==> src/rtl/ring_slot_tracker.sv <==
// ring_slot_tracker: owner of a circular slot ring. Slots are allocated at
// tail, marked complete in any order, and retired in order from head. A
// registered occupancy mask of the live region [head, tail) is published
// alongside registered count/full/empty.
// Optional feature: define RING_SLOT_TRACKER_ERR_EN to add a sticky err output
// flagging illegal done marks and alloc requests refused while a retire frees
// a slot in the same cycle.
module ring_slot_tracker #(
   parameter  int LOG_WIDTH = 32'sd6,
   localparam int WIDTH     = 32'sd1 << LOG_WIDTH
) (
   input  logic                 clk,
   input  logic                 rst,
   input  logic                 alloc_req,
   output logic                 alloc_gnt,
   output logic [LOG_WIDTH-1:0] alloc_idx,
   input  logic                 done_valid,
   input  logic [LOG_WIDTH-1:0] done_idx,
   output logic                 retire_valid,
   input  logic                 retire_ready,
   output logic [LOG_WIDTH-1:0] retire_idx,
   output logic [0:WIDTH-1]     occ_mask,
   output logic [LOG_WIDTH:0]   count,
   output logic                 full,
`ifdef RING_SLOT_TRACKER_ERR_EN
   output logic                 err,
`endif
   output logic                 empty
);

   localparam logic [LOG_WIDTH-1:0] IDX_ONE  = {{(LOG_WIDTH-1){1'b0}}, 1'b1};
   localparam logic [LOG_WIDTH:0]   CNT_ZERO = {(LOG_WIDTH+1){1'b0}};
   localparam logic [LOG_WIDTH:0]   CNT_FULL = {1'b1, {LOG_WIDTH{1'b0}}};

   logic [LOG_WIDTH-1:0] head_r;
   logic [LOG_WIDTH-1:0] tail_r;
   logic [WIDTH-1:0]     done_r;

   logic [LOG_WIDTH-1:0] head_s;
   logic [LOG_WIDTH-1:0] tail_s;
   logic [LOG_WIDTH:0]   count_s;
   logic [WIDTH-1:0]     done_s;
   logic [0:WIDTH-1]     occ_s;
   logic                 retire_fire_s;
   logic                 done_legal_s;

   // Slot idx is live when its circular distance from hd is below cnt; this
   // covers the wrapped case and resolves head==tail through cnt alone.
   function automatic logic in_region(input logic [LOG_WIDTH-1:0] idx,
                                      input logic [LOG_WIDTH-1:0] hd,
                                      input logic [LOG_WIDTH:0]   cnt);
      logic [LOG_WIDTH-1:0] off;
      off = idx - hd;
      return ({1'b0, off} < cnt);
   endfunction

   assign alloc_idx  = tail_r;
   assign retire_idx = head_r;

   // Handshakes, done-mark legality and next-state head/tail/count/done/mask.
   always_comb begin
      alloc_gnt     = alloc_req & ~full;
      retire_valid  = ~empty & done_r[head_r];
      retire_fire_s = retire_valid & retire_ready;
      done_legal_s  = done_valid & in_region(done_idx, head_r, count) & ~done_r[done_idx];
      head_s        = head_r;
      tail_s        = tail_r;
      done_s        = done_r;
      occ_s         = '0;

      // A legal mark never targets head while head is retiring (it must be
      // not-done), and never targets tail on a grant (tail is outside region).
      if (done_legal_s) begin
         done_s[done_idx] = 1'b1;
      end else begin
         done_s = done_s;
      end

      if (retire_fire_s) begin
         done_s[head_r] = 1'b0;
         head_s         = head_r + IDX_ONE;
      end else begin
         head_s = head_r;
      end

      if (alloc_gnt) begin
         done_s[tail_r] = 1'b0;
         tail_s         = tail_r + IDX_ONE;
      end else begin
         tail_s = tail_r;
      end

      count_s = count + {{LOG_WIDTH{1'b0}}, alloc_gnt} - {{LOG_WIDTH{1'b0}}, retire_fire_s};

      for (int i = 32'sd0; i < WIDTH; i++) begin
         occ_s[i] = in_region(LOG_WIDTH'(i), head_s, count_s);
      end
   end

   // Ring state and published occupancy, all cleared by synchronous reset.
   always_ff @(posedge clk) begin
      if (rst) begin
         head_r   <= '0;
         tail_r   <= '0;
         done_r   <= '0;
         count    <= CNT_ZERO;
         occ_mask <= '0;
         full     <= 1'b0;
         empty    <= 1'b1;
      end else begin
         head_r   <= head_s;
         tail_r   <= tail_s;
         done_r   <= done_s;
         count    <= count_s;
         occ_mask <= occ_s;
         full     <= (count_s == CNT_FULL);
         empty    <= (count_s == CNT_ZERO);
      end
   end

`ifdef RING_SLOT_TRACKER_ERR_EN
   logic err_set_s;

   // Error sources: any rejected done mark, or an alloc refused by full while
   // a retire is freeing a slot in the same cycle (no full bypass).
   always_comb begin
      err_set_s = (done_valid & ~done_legal_s) | (alloc_req & full & retire_fire_s);
   end

   // Sticky error flag, cleared only by reset.
   always_ff @(posedge clk) begin
      if (rst) begin
         err <= 1'b0;
      end else begin
         err <= err | err_set_s;
      end
   end
`endif

endmodule

==> config.mk <==
export PLATFORM = sky130hd
export DESIGN_NAME = ring_slot_tracker
export DESIGN_NICKNAME = d
export VERILOG_FILES = /design/src/rtl/ring_slot_tracker.sv
export SDC_FILE = /design/constraint.sdc
export NUM_CORES = 1
export LEC_CHECK = 0
export BUFFER_PORTS_ARGS = -buffer_cell sky130_fd_sc_hd__clkbuf_2
export CAP_MARGIN = 20
export CORE_ASPECT_RATIO = 1.2
export CORE_UTILIZATION = 40
export DETAILED_ROUTE_END_ITERATION = 6
export GPL_ROUTABILITY_DRIVEN = 0
export GPL_TIMING_DRIVEN = 1
export PLACE_DENSITY = 0.63
export SYNTH_ARGS = -nofsm -noshare
export SYNTH_HDL_FRONTEND = slang
export SYNTH_SLANG_ARGS = --single-unit
==> constraint.sdc <==
create_clock -name clk -period 10.1 [get_ports clk]
set_input_delay 1.01 -clock clk [delete_from_list [all_inputs] [get_ports clk]]
set_output_delay 1.01 -clock clk [all_outputs]
set_load 0.05 [all_outputs]
Word level (Yosys, flattened, before mapping):

Cells that the tools add are included.

* flip-flop bits (word level): 149
* input bits: 11

* add/sub/neg operators: 69
* magnitude comparators: 71
* eq/ne operators: 1
* multiplexer cells: 14
* bitwise logic cells: 13
* reductions and logical operators: 4

Operator list (number)
* $lt 6x7->1: 65
* $mux 64: 3
* $sub 6x6->6 const A: 32
* $and 64x64->64: 2
* $not 64->64: 2
* $sub 5x6->6 const A: 16
* $or 64x64->64: 1
* $sub 4x6->6 const A: 8
* $sub 3x6->6 const A: 4
* $lt 6x7->1 const B: 3
* $demux 1 s6: 3
* $ge 6x1->1 const B: 3
* $add 6x1->6 const B: 2
* $bmux 1 s6: 2
* $sub 1x6->6 const A: 2
* $sub 2x6->6 const A: 2
* $add 7x1->7: 1
* $eq 7x7->1 const B: 1
* $logic_not 7->1: 1
* $sub 7x1->7: 1
* $mux 6: 1
* $sub 6x6->6: 1
* $and 1x1->1: 5
* $mux 1: 5
* 2 further kinds: 6

Depth between registers and ports, before layout:

* word-level depth: 10
* depth in mapped cells: 28
* mapped depth without buffers: 22

Worst setup path after synthesis:

No wires, ideal clock.

* path type: flip-flop to flip-flop
* from: reg head_r[0] (netlist: retire_idx[0])
* to: reg occ_mask[40] in the netlist's numbering
* data arrival time: 5930 ps
* required time: 10029 ps
* slack: 4099 ps
* stages on the path, launching flop included: 25
* clock period less this slack: 6001 ps
* path through: dfxtp_1 buf_4 mux4_2 mux2_2 nand2_1 nand4_1 nor2_2 nand2_2 nand2_2 inv_4 ha_1 inv_1 ha_1 fa_1 a21oi_1 nor2_1 nor2_1 xnor2_1 inv_1 clkbuf_1 buf_1 ha_1 a31o_2 maj3_1 a21oi_1

* longest elaborated chain between the ends: 7
* elaborated cells between the ends (all ways): 9
* classes of those cells: add/sub (3); order compare (1); mux (3); bitwise (2)

RTL lines
* start: declaration: RTL line 35 `logic [LOG_WIDTH-1:0] head_r;`
* start signal: assignment: RTL line 111 `head_r <= head_s;`
* $bmux 1 s6: RTL line 63 `retire_valid = ~empty & done_r[head_r];`
* $mux 1 (implied by the code): RTL line 63
* $and 1x1->1: RTL line 63
* $and 1x1->1: RTL line 64 `retire_fire_s = retire_valid & retire_ready;`
* $mux 6: RTL line 79 `if (retire_fire_s) begin`
* $sub 6x6->6: RTL line 53 `off = idx - hd;`
* $lt 6x7->1 (*): RTL line 54 `return ({1'b0, off} < cnt);`
* end signal: assignment: RTL line 115 `occ_mask <= occ_s;`
* end: declaration: RTL line 22 `output logic [0:WIDTH-1] occ_mask,`

Mark *: on every way between the ends. The rest lies on a longest branch, timed or not. The select of a mux whose other input is x is not followed.
A chain may end at the register's enable or synchronous reset.

Final worst setup path:

* from: reg head_r[0] (netlist: retire_idx[0])
* to: reg occ_mask[22] in the netlist's numbering

* elaborated cells between the ends (all ways): 9
* classes of those cells: add/sub (3); order compare (1); mux (3); bitwise (2)

RTL lines
* $bmux 1 s6: RTL line 63
* $mux 1 (implied by the code): RTL line 63
* $and 1x1->1: RTL line 63
* $and 1x1->1: RTL line 64
* $sub 7x1->7: RTL line 93 `count_s = count + {{LOG_WIDTH{1'b0}}, alloc_gnt} - {{LOG_WIDTH{1'b0}}, retire_fire_s};`
* named net count_s[1]: RTL line 41 `logic [LOG_WIDTH:0] count_s;`
* $lt 6x7->1: RTL line 54

The timed path passes the listed nets, and every way through them passes these cells. The select of a mux whose other input is x is not followed.

==> impl_metrics.py <==
metrics = {
    "timing": {
        "fin_ws_ps": 3620,
        "post-route-period-util_pct": 64.2,
        "tightestPinTransition_ps": 1180,
        "slew_headroom_pct": 21.0,
        "hold_viol": 0,
        "rsz0062_at_grt": "false",
        "slew_viol_final": 0,
        "clock-skew-final_ps": 13.3,
        "finalSetupTns_ps": 0,
        "fin_crit_ps": 6480,
        "setup_viol": 0,
        "fmax_mhz": 154,
    },
    "global_route": {
        "grt_antenna_before_repair": 0,
        "grt_max_degree": 64,
        "gr-usage-met1_pct": 33.8,
        "use_met2_pct": 47.8,
        "use_met3_pct": 4.42,
        "grt_pass1_vias": 10400,
        "grt-ovfl-total": 0,
        "grt_usage_pct": 28.3,
        "grt_pass1_wl_um": 61300,
        "top_usage_layer": "met2",
    },
    "power_and_ir_drop": {
        "p_int_mw": 2.05,
        "vdd_drop_max_uv": 268,
        "p_sw_share_pct": 53.2,
        "seqPwrFrac_pct": 18.7,
        "switching_power_mw": 2.33,
        "power_density_nw_per_um2": 358,
        "power_frac_comb_pct": 64.7,
        "p_clk_share_pct": 16.6,
        "p_leak_nw": 4.69,
    },
    "synth": {
        "synth_cell_types": 90,
        "synth_seq_cells": 149,
        "avgSynthCellArea_um2": 8.24,
        "synth_edf_count": 0,
        "netlist_area_um2": 10900,
        "async_flop_share_pct": 0,
        "syn-instance-count": 1323,
        "yosysWarningCount": 0,
        "ys_seq_area_share_pct": 27.4,
        "ys.flop_type": "dfxtp_1",
        "syn_nets": 1416,
    },
    "route": {
        "antenna_left": 0,
        "route.detailed.drc": 2,
        "vias": 10800,
        "firstDrtPassIters": 7,
        "routed_wirelength_um": 39300,
        "wire_per_inst_um": 23.0,
        "drtIter0Drc": 1119,
        "vias_per_cell": 6.32,
    },
    "hold_path": {
        "min_path_type": "register to register",
        "min_to": "done_r[59]",
        "hold-path-cell-count": 2,
        "worstHoldStart": "done_r[59]",
    },
    "run_status": {
        "violations": "DRC",
        "outcome": "finished with violations",
    },
    "floorplanning": {
        "start_util_pct": 41.1,
        "num_rows": 65,
        "coreArea_um2": 26500,
        "io_pins": 98,
        "die_w_um": 153,
        "die-area_um2": 27900,
        "die_h_um": 183,
    },
    "setup_path": {
        "rr_endpoint": "occ_mask[22]",
        "ff2ff_setup_slack_ps": 3620,
        "arrival_ps": 6820,
        "worst_setup_path_end_kind": "register",
        "ff2ff_path_depth": 20,
        "required_ps": 10440,
        "critical_path_class": "register to register",
        "startpoint_type": "register",
        "reg2reg_from": "retire_idx[0]",
        "critPathMaxFanout": 51,
    },
    "cells_and_area": {
        "n_antenna_cell": 0,
        "area_growth_pct": 12.2,
        "nNetsFinal": 1458,
        "drive_gt1_share_pct": 16.4,
        "finalInstanceArea_um2": 12200,
    },
    "cts": {
        "cts_setup_buffers": 0,
        "hold_buffers": 0,
        "cts_tree": "yes",
        "clock_sinks": 149,
        "cts_resized": 0,
        "cts_inserted_buffers": 17,
        "clk_pin_slew_ps": 70,
        "cts_root_buf": "clkbuf_16",
        "cts_max_path_buffers": 2,
        "htreeDepth": 4,
        "clock_latency_ps": 440,
    },
    "placed_design": {
        "port_buffers": 97,
        "dpl_cell_area_um2": 11600,
        "place_hpwl_um": 27700,
        "dp_slack_ps": 3760,
    },
    "run": {
        "max_cap_violations": 0,
    },
}
==> cell type report <==
class                           count  area (µm²)
Timing Repair Buffer              111         597
Clock buffer                       17         425
Tap cell                          335         419
Fill cell                        2605       14300
Sequential cell                   149        2980
Clock inverter                     15         233
Inverter                           66         258
Multi-Input combinational cell   1020        7310
==> flip-flops by register name (all words and copies together) (netlist names) <==
signal	flops
retire_idx	6
full	1
count	7
done_r	64
occ_mask	64
empty	1
alloc_idx	6
==> placed cells by master, fill, tap and decap left out, drive strengths merged, types with 7 or more instances in the layout <==
cell and count:
a2111oi 40, a211o 7, a211oi 21, a21boi 7, a21o 11, a21oi 151
a221oi 18, a22o 7, a311oi 8, a31oi 19, and2 8, and3 15
buf 15, clkbuf 113, dfxtp 149, ha 80, inv 74, maj3 17
mux2i 27, mux4 12, nand2 73, nand2b 12, nand3 21, nand3b 7
nand4 13, nor2 136, nor2b 18, nor3 30, o211ai 7, o21a 13
o21ai 53, o221a 17, o31ai 9, or2 9, or3 8, xnor2 75
xor2 7
==> synth_stat cells, types with 21 or more instances <==
master     number  share of area [%]
dfxtp_1       149                 27
clkbuf_1       54                1.9
a2111oi_0      40                3.2
nor3_1         28                1.3
xnor2_1        74                5.9
o21ai_0        51                2.3
a21oi_1       150                6.9
mux2i_1        27                2.5
a211oi_1       21                1.4
ha_1           80                9.2
inv_1          57                2.0
nand2_1        71                2.4
nor2_1        135                4.7
nand3_1        21               0.96
==> metrics by stage <==
step	hold WS [ps]	power (mW)	utilization [%]	cells
floorplan	491	2.87	-	1323
global placement	522	3.55	43.6	1680
detailed placement	532	3.59	43.6	1680
CTS	542	4.34	46.1	1712
global route	573	4.65	46.1	1713
finish	544	4.37	46.1	1713
==> per-layer routing <==
layer	routed length, µm	share of wire [%]
met5	0	0
met4	2390	6.1
met3	2940	7.5
met2	18700	48
met1	15300	39
==> power groups by stage <==
stage / logic [mW] / clock network [mW] / registers [mW]
6_report: 2.83 / 0.726 / 0.816
3_5_place_dp: 2.77 / 0 / 0.826
2_1_floorplan: 1.58 / 0 / 1.29
5_1_grt: 3.07 / 0.756 / 0.826
4_1_cts: 2.79 / 0.731 / 0.817
3_3_place_gp: 2.72 / 0 / 0.829
==> worst max-delay path by stage <==
| stage | from | endpoint | slack, ps | cells past startpoint |
|---|---|---|---|---|
| finish | retire_idx[0] | occ_mask[22] | 3620 | 20 |
| global placement | retire_idx[0] | occ_mask[1] | 3830 | 24 |
| global route | retire_idx[0] | occ_mask[26] | 3230 | 18 |
| CTS | retire_idx[0] | occ_mask[1] | 3730 | 24 |
| detailed placement | retire_idx[0] | occ_mask[1] | 3760 | 24 |
| floorplan | retire_idx[0] | occ_mask[40] | 4100 | 24 |
==> worst max-delay path, cell delays in order, from the launching register on <==
cell and delay [ps]:
dfxtp_2 310, buf_4 530, mux4_2 580, mux2_2 270, nand2_1 110, nand4_1 320
nor2_2 320, nand2_2 130, nand2_2 180, inv_4 100, ha_1 280, inv_1 40
ha_1 200, fa_1 500, inv_1 120, ha_1 260, nor4_1 910, o31ai_1 310
maj3_1 440, or2_0 210, a211oi_1 230
==> cell families (layout without fill, tap and decap cells) <==
group / after synthesis / after routing / synth area share (%)
xor+xnor: 82 / 82 / 6.90
simple gates: 375 / 375 / 16.8
fa+ha+maj: 99 / 99 / 11.2
mux: 43 / 43 / 5.37
compound gates: 421 / 421 / 26.3
flops: 149 / 149 / 27.4
buf+inv: 154 / 209 / 6.09
No activity file was read; power rests on OpenSTA's default activity.
